==> config.mk <==
export PLATFORM = sky130hd
export DESIGN_NAME = bf_uart_tx
export DESIGN_NICKNAME = d
export VERILOG_FILES = /design/src/rtl/bf_uart_pkg.sv /design/src/rtl/bf_uart_tx_fifo.sv /design/src/rtl/bf_uart_tx.sv
export SDC_FILE = /design/constraint.sdc
export NUM_CORES = 1
export LEC_CHECK = 0
export BUFFER_PORTS_ARGS = -buffer_cell sky130_fd_sc_hd__buf_2
export CELL_PAD_IN_SITES_DETAIL_PLACEMENT = 0
export CELL_PAD_IN_SITES_GLOBAL_PLACEMENT = 1
export CORE_MARGIN = 10
export CORE_UTILIZATION = 48
export DETAILED_ROUTE_END_ITERATION = 10
export PLACE_DENSITY = 0.73
export SYNTH_ARGS = -nofsm -noshare
export SYNTH_HDL_FRONTEND = slang
export SYNTH_HIERARCHICAL = 1
export SYNTH_SLANG_ARGS = --single-unit
export TNS_END_PERCENT = 30
==> constraint.sdc <==
create_clock -name clk -period 3.1 [get_ports clk]
set_input_delay 0.775 -clock clk [delete_from_list [all_inputs] [get_ports clk]]
set_output_delay 0.775 -clock clk [all_outputs]
set_load 0.01 [all_outputs]
==> src/rtl/bf_uart_pkg.sv <==
// Shared types and constants for the Brainfuck UART output path.
package bf_uart_pkg;

   typedef enum logic [1:0] {
      IDLE  = 2'd0,
      START = 2'd1,
      DATA  = 2'd2,
      STOP  = 2'd3
   } tx_state_t;

   localparam logic START_BIT = 1'b0;
   localparam logic STOP_BIT  = 1'b1;

   // Width of a counter that must hold 0..clks_per_bit-1.
   function automatic int unsigned baud_cnt_w(input int unsigned clks_per_bit);
      return (clks_per_bit > 1) ? $clog2(clks_per_bit) : 1;
   endfunction

endpackage

==> src/rtl/bf_uart_tx_fifo.sv <==
// Synchronous first-word-fall-through FIFO; reusable for the input path.
module sync_fifo #(
   parameter int unsigned DATA_WIDTH = 8,
   parameter int unsigned ADDR_WIDTH = 4
) (
   input  logic                  clk,
   input  logic                  rst,
   input  logic                  push,
   input  logic                  pop,
   input  logic [DATA_WIDTH-1:0] din,
   output logic [DATA_WIDTH-1:0] dout,
   output logic                  full,
   output logic                  empty,
   output logic [ADDR_WIDTH:0]   count
);

   localparam int unsigned DEPTH = 2 ** ADDR_WIDTH;

   logic [DATA_WIDTH-1:0] mem_q [DEPTH];
   logic [ADDR_WIDTH-1:0] wr_ptr_q, wr_ptr_d;
   logic [ADDR_WIDTH-1:0] rd_ptr_q, rd_ptr_d;
   logic [ADDR_WIDTH:0]   count_q, count_d;
   logic                  do_push, do_pop;

   assign full    = (count_q == (ADDR_WIDTH+1)'(DEPTH));
   assign empty   = (count_q == '0);
   assign count   = count_q;
   assign dout    = mem_q[rd_ptr_q];
   // A full FIFO still takes a push when the same edge frees a slot.
   assign do_pop  = pop && !empty;
   assign do_push = push && (!full || do_pop);

   // Next-state for pointers and occupancy; pointers wrap naturally.
   always_comb begin
      wr_ptr_d = wr_ptr_q;
      rd_ptr_d = rd_ptr_q;
      count_d  = count_q;
      if (do_push) wr_ptr_d = wr_ptr_q + ADDR_WIDTH'(1);
      if (do_pop)  rd_ptr_d = rd_ptr_q + ADDR_WIDTH'(1);
      if (do_push && !do_pop)      count_d = count_q + (ADDR_WIDTH+1)'(1);
      else if (!do_push && do_pop) count_d = count_q - (ADDR_WIDTH+1)'(1);
   end

   // Pointer and occupancy registers with synchronous reset.
   always_ff @(posedge clk) begin
      if (rst) begin
         wr_ptr_q <= '0;
         rd_ptr_q <= '0;
         count_q  <= '0;
      end else begin
         wr_ptr_q <= wr_ptr_d;
         rd_ptr_q <= rd_ptr_d;
         count_q  <= count_d;
      end
   end

   // Storage array; contents are don't-care until written.
   always_ff @(posedge clk) begin
      if (do_push) mem_q[wr_ptr_q] <= din;
   end

endmodule

==> src/rtl/bf_uart_tx.sv <==
// 8N1 UART transmitter fed by the CPU output strobe through a small FIFO.
module bf_uart_tx
   import bf_uart_pkg::*;
#(
   parameter int unsigned DATA_WIDTH      = 8,
   parameter int unsigned FIFO_ADDR_WIDTH = 4,
   parameter int unsigned CLKS_PER_BIT    = 868
) (
   input  logic                     clk,
   input  logic                     rst,
   input  logic [DATA_WIDTH-1:0]    data_in,
   input  logic                     data_in_en,
   output logic                     tx,
   output logic                     busy,
   output logic                     overflow,
   output logic [FIFO_ADDR_WIDTH:0] fifo_count
);

   localparam int unsigned BAUD_W = baud_cnt_w(CLKS_PER_BIT);
   localparam int unsigned BIT_W  = (DATA_WIDTH > 1) ? $clog2(DATA_WIDTH) : 1;

   tx_state_t             state_q, state_d;
   logic [BAUD_W-1:0]     baud_q, baud_d;
   logic [BIT_W-1:0]      bit_q, bit_d;
   logic [DATA_WIDTH-1:0] shift_q, shift_d;
   logic                  overflow_q, overflow_d;

   logic                  pop;
   logic                  fifo_full, fifo_empty;
   logic [DATA_WIDTH-1:0] fifo_dout;
   logic                  baud_tc;

   sync_fifo #(
      .DATA_WIDTH (DATA_WIDTH),
      .ADDR_WIDTH (FIFO_ADDR_WIDTH)
   ) u_fifo (
      .clk   (clk),
      .rst   (rst),
      .push  (data_in_en),
      .pop   (pop),
      .din   (data_in),
      .dout  (fifo_dout),
      .full  (fifo_full),
      .empty (fifo_empty),
      .count (fifo_count)
   );

   assign baud_tc  = (baud_q == BAUD_W'(CLKS_PER_BIT - 1));
   assign busy     = (state_q != IDLE) || !fifo_empty;
   assign overflow = overflow_q;

   // A byte is lost only when the FIFO is full and nothing leaves on this edge.
   always_comb begin
      overflow_d = overflow_q | (data_in_en & fifo_full & ~pop);
   end

   // Frame sequencer: next state, baud/bit counters, shifter, line level.
   always_comb begin
      state_d = state_q;
      baud_d  = baud_q + BAUD_W'(1);
      bit_d   = bit_q;
      shift_d = shift_q;
      pop     = 1'b0;
      tx      = STOP_BIT;
      unique case (state_q)
         IDLE: begin
            baud_d = '0;
            if (!fifo_empty) begin
               pop     = 1'b1;
               shift_d = fifo_dout;
               state_d = START;
            end
         end
         START: begin
            tx = START_BIT;
            if (baud_tc) begin
               baud_d  = '0;
               bit_d   = '0;
               state_d = DATA;
            end
         end
         DATA: begin
            tx = shift_q[0];
            if (baud_tc) begin
               baud_d  = '0;
               shift_d = shift_q >> 1;
               if (bit_q == BIT_W'(DATA_WIDTH - 1)) state_d = STOP;
               else                                 bit_d   = bit_q + BIT_W'(1);
            end
         end
         STOP: begin
            tx = STOP_BIT;
            if (baud_tc) begin
               baud_d = '0;
               // Chain straight into the next start bit when more data waits.
               if (!fifo_empty) begin
                  pop     = 1'b1;
                  shift_d = fifo_dout;
                  state_d = START;
               end else begin
                  state_d = IDLE;
               end
            end
         end
         default: state_d = IDLE;
      endcase
   end

   // Sequencer and sticky overflow registers with synchronous reset.
   always_ff @(posedge clk) begin
      if (rst) begin
         state_q    <= IDLE;
         baud_q     <= '0;
         bit_q      <= '0;
         shift_q    <= '0;
         overflow_q <= 1'b0;
      end else begin
         state_q    <= state_d;
         baud_q     <= baud_d;
         bit_q      <= bit_d;
         shift_q    <= shift_d;
         overflow_q <= overflow_d;
      end
   end

endmodule

==> impl_metrics.env <==
export IMPL_htree_num_levels=4
export IMPL_grt_start_max_net_pins=36
export IMPL_die_w_um=141
export IMPL_grt_usage=0.142
export IMPL_path_clk_slew_ns=0.06
export IMPL_switching_share=0.293
export IMPL_slew_headroom=0.312
export IMPL_yosys_warnings=6
export IMPL_die_area_mm2=0.0200
export IMPL_synth_seq_cells=169
export IMPL_hold_violations=0
export IMPL_synthMuxAreaShare=0.118
export IMPL_drt_iter0_markers=300
export IMPL_synth_edf_count=128
export IMPL_startpoint_type="flop"
export IMPL_critPathMaxFanout=5
export IMPL_required_ns=3.40
export IMPL_critical_path_top_delay_family="simple AND/OR/NAND/NOR gates"
export IMPL_portBuffers=18
export IMPL_syn_nets=480
export IMPL_nets=510
export IMPL_cp_slowest_cell="or4_4"
export IMPL_postSynth_asyncResetShare=0
export IMPL_critPathMaxStageDelay_ns=0.53
export IMPL_core_mm2=0.0145
export IMPL_multi_input_area_mm2=0.00226
export IMPL_synthDistinctLibCells=55
export IMPL_drive_above_1_share=0.243
export IMPL_pwr_share_seq=0.403
export IMPL_hpwl_mm=8.85
export IMPL_syn_to_final_growth_pct=14.0
export IMPL_power_frac_comb=0.273
export IMPL_cp_startpoint="u_fifo/count[1]"
export IMPL_rows=44
export IMPL_antenna_found_initial=0
export IMPL_critical_path_depth=13
export IMPL_avgViaCountPerCell=5.63
export IMPL_end_kind="flop"
export IMPL_period_minus_slack_ns=2.96
export IMPL_tightest_slew_ns=1.03
export IMPL_synth_top_family_by_area="multiplexers"
export IMPL_synthAdderAreaFrac=0.0330
export IMPL_holdCritStartpoint="bit_q[1]"
export IMPL_syn_inst=451
export IMPL_ant_nets=0
export IMPL_holdPathStages=2
export IMPL_peakVddDrop_v=0.000431
export IMPL_clkLatencyLatePin_ns=0.42
export IMPL_grt_overflow=0
export IMPL_path_cells="or4_4, nor2_4, nor3_2, buf_4, o31ai_4, inv_1, ha_2, inv_4, ha_1, a21o_1, a21oi_2, nor4_1, or3_1"
export IMPL_first_pass_iters=4
export IMPL_num_fill_cells=1147
export IMPL_initial_utilization=0.488
export IMPL_min_path_type="flop to flop"
export IMPL_grt_pass1_vias=3910
export IMPL_die_h_um=141
export IMPL_power_leakage_uw=0.00270
export IMPL_max_freq_ghz=0.338
export IMPL_synthXorXnorAreaFrac=0.0186
export IMPL_crit_type="flop to flop"
export IMPL_fin_crit_sh=0.955
export IMPL_power_density_mw_per_mm2=837
export IMPL_power_switching_uw=1980
export IMPL_cap_violations=0
export IMPL_wire_per_inst_um=19.9
export IMPL_yosysSeqAreaShare=0.661
export IMPL_synthSimpleGateAreaFrac=0.0769
export IMPL_cellInternalPower_uw=4760
export IMPL_vias=3817
export IMPL_hold_ws_ns=0.461
export IMPL_synth_ff_type="edfxtp_1"
export IMPL_cts_tree="built"
export IMPL_numCtsBuffers=17
export IMPL_grt_pass1_wl_mm=21.7
export IMPL_root_buffer="clkbuf_16"
export IMPL_finalSetupViolCount=0
export IMPL_clock_sinks=169
export IMPL_antennaDiodeCount=0
export IMPL_cp_data_arrival_time_ns=3.26
export IMPL_path_buf_inv=3
export IMPL_io_pins=19
export IMPL_timing_clock_skew_ns=0.00818
export IMPL_clockPowerShare=0.324
export IMPL_final_util=0.556
export IMPL_drc=0
export IMPL_avgSynthCellArea_um2=15.7
export IMPL_netlist_area_mm2=0.00706
export IMPL_regArea_mm2=0.00467
export IMPL_reg2reg_from="u_fifo/count[1]"
export IMPL_status="finished clean"
export IMPL_drv_slew=0
export IMPL_wirelength_mm=13.5
export IMPL_r2r_cells=13
export IMPL_synth_compound_area_frac=0.0679
export IMPL_place_gp_congestion=0.806
export IMPL_cts_buffer_depth=2
==> Yosys cell counts (all sizes together), types with 2 or more instances <==
library cell / count / area [um2]
mux4: 32 / 721
clkbuf: 13 / 50.0
inv: 13 / 48.8
buf: 11 / 80.1
nand2b: 3 / 18.8
o2111ai: 2 / 17.5
a22oi: 16 / 120
dfxtp: 41 / 821
edfxtp: 128 / 3840
nand3: 9 / 60.1
nor4: 2 / 12.5
and2: 2 / 12.5
and3: 2 / 12.5
mux2i: 10 / 100
xor2: 7 / 61.3
nor2: 47 / 176
o211ai: 3 / 22.5
nand4: 2 / 12.5
xnor2: 8 / 70.1
o31ai: 2 / 28.8
nor2b: 4 / 25.0
a21oi: 18 / 93.8
nand2: 19 / 71.3
ha: 17 / 213
a211oi: 2 / 15.0
nor3: 9 / 45.0
or3: 4 / 30.0
o21ai: 2 / 13.8
nor4bb: 2 / 35.0
a311oi: 7 / 67.6
==> worst reg2reg max path: stages, from the launching register on <==
cell and delay, ns:
dfxtp_2 0.35, or4_4 0.54, nor2_4 0.17, nor3_2 0.08
buf_4 0.16, o31ai_4 0.20, inv_1 0.07, ha_2 0.21
inv_4 0.09, ha_1 0.23, a21o_1 0.19, a21oi_2 0.15
nor4_1 0.05, or3_1 0.38
==> registers in the layout, summed over array words and instances (netlist names), named ones only <==
name / cells
u_fifo/wr_ptr_q: 4
shift_q: 8
u_fifo/rd_ptr_q: 4
u_fifo/count: 5
baud_q: 10
overflow: 1
bit_q: 3
u_fifo/mem_q: 128
state_q: 2
==> layout make-up <==
cell class | count | area share
clock inverter | 15 | 0.0233
inverter | 13 | 0.00637
timing repair buffer | 35 | 0.0286
tap | 184 | 0.0286
multi-input combinational | 245 | 0.281
sequential | 169 | 0.580
clock buffer | 17 | 0.0528
==> per-layer routing <==
metal  GRT usage  up-vias  wire length (um)
li1            -     1807                 -
met1       0.186     1905              5840
met2       0.225       90              6710
met3      0.0300       15               753
met4      0.0549        0               160
met5           0        -                 0
==> worst paths after layout <==
check,to,slack (ns)
max reg2reg,u_fifo/count[3],0.14
max,u_fifo/count[3],0.14
min reg2reg,bit_q[1],0.46
min,bit_q[1],0.46
==> what timing repair did <==
| item | in CTS | in global routing |
|---|---|---|
| hold buffers | 0 | 0 |
| buffers inserted | 1 | 1 |
| setup endpoints to repair | 1 | 24 |
| gates resized for setup | 1 | 7 |
| pin swaps | 1 | 3 |
==> layout by cell type, fill, tap and decap left out, drive strengths merged, types with 8 or more instances in the layout <==
cell	instances
edfxtp	128
a22oi	16
nor3	9
nand2	19
xnor2	8
a21oi	18
clkbuf	17
dfxtp	41
nand3	9
nor2	47
mux4	32
ha	17
inv	19
buf	35
mux2i	10
==> logic make-up after synthesis <==
| family | after synthesis |
|---|---|
| AOI/OAI and AO/OA | 61 |
| xor gates and xnor gates | 15 |
| adders and majority gates | 18 |
| buffers and inverters | 37 |
| DFF | 169 |
| muxes | 43 |
| and+or+nand+nor | 108 |
==> per-stage QoR <==
stage	TNS (ns)	total power (uW)	instances	cell area (um2)	setup slack, ns
2_1_floorplan	0	4110	451	7070	0.0190
3_3_place_gp	0	4490	644	7390	0.0618
3_5_place_dp	0	4540	644	7390	0.00415
4_1_cts	0	6740	677	8010	0.0427
5_1_grt	-0.0125	7080	678	8050	-0.0125
6_report	0	6740	678	8050	0.138
==> power groups by stage <==
stage                     combinational, uW  sequential [uW]  clock (uW)
after floorplan                        1390             2720           0
after global placement                 1740             2760           0
after detailed placement               1780             2770           0
after CTS                              1800             2720        2220
after global routing                   2020             2740        2320
final                                  1840             2720        2180
No activity file was read; power rests on OpenSTA's default activity.
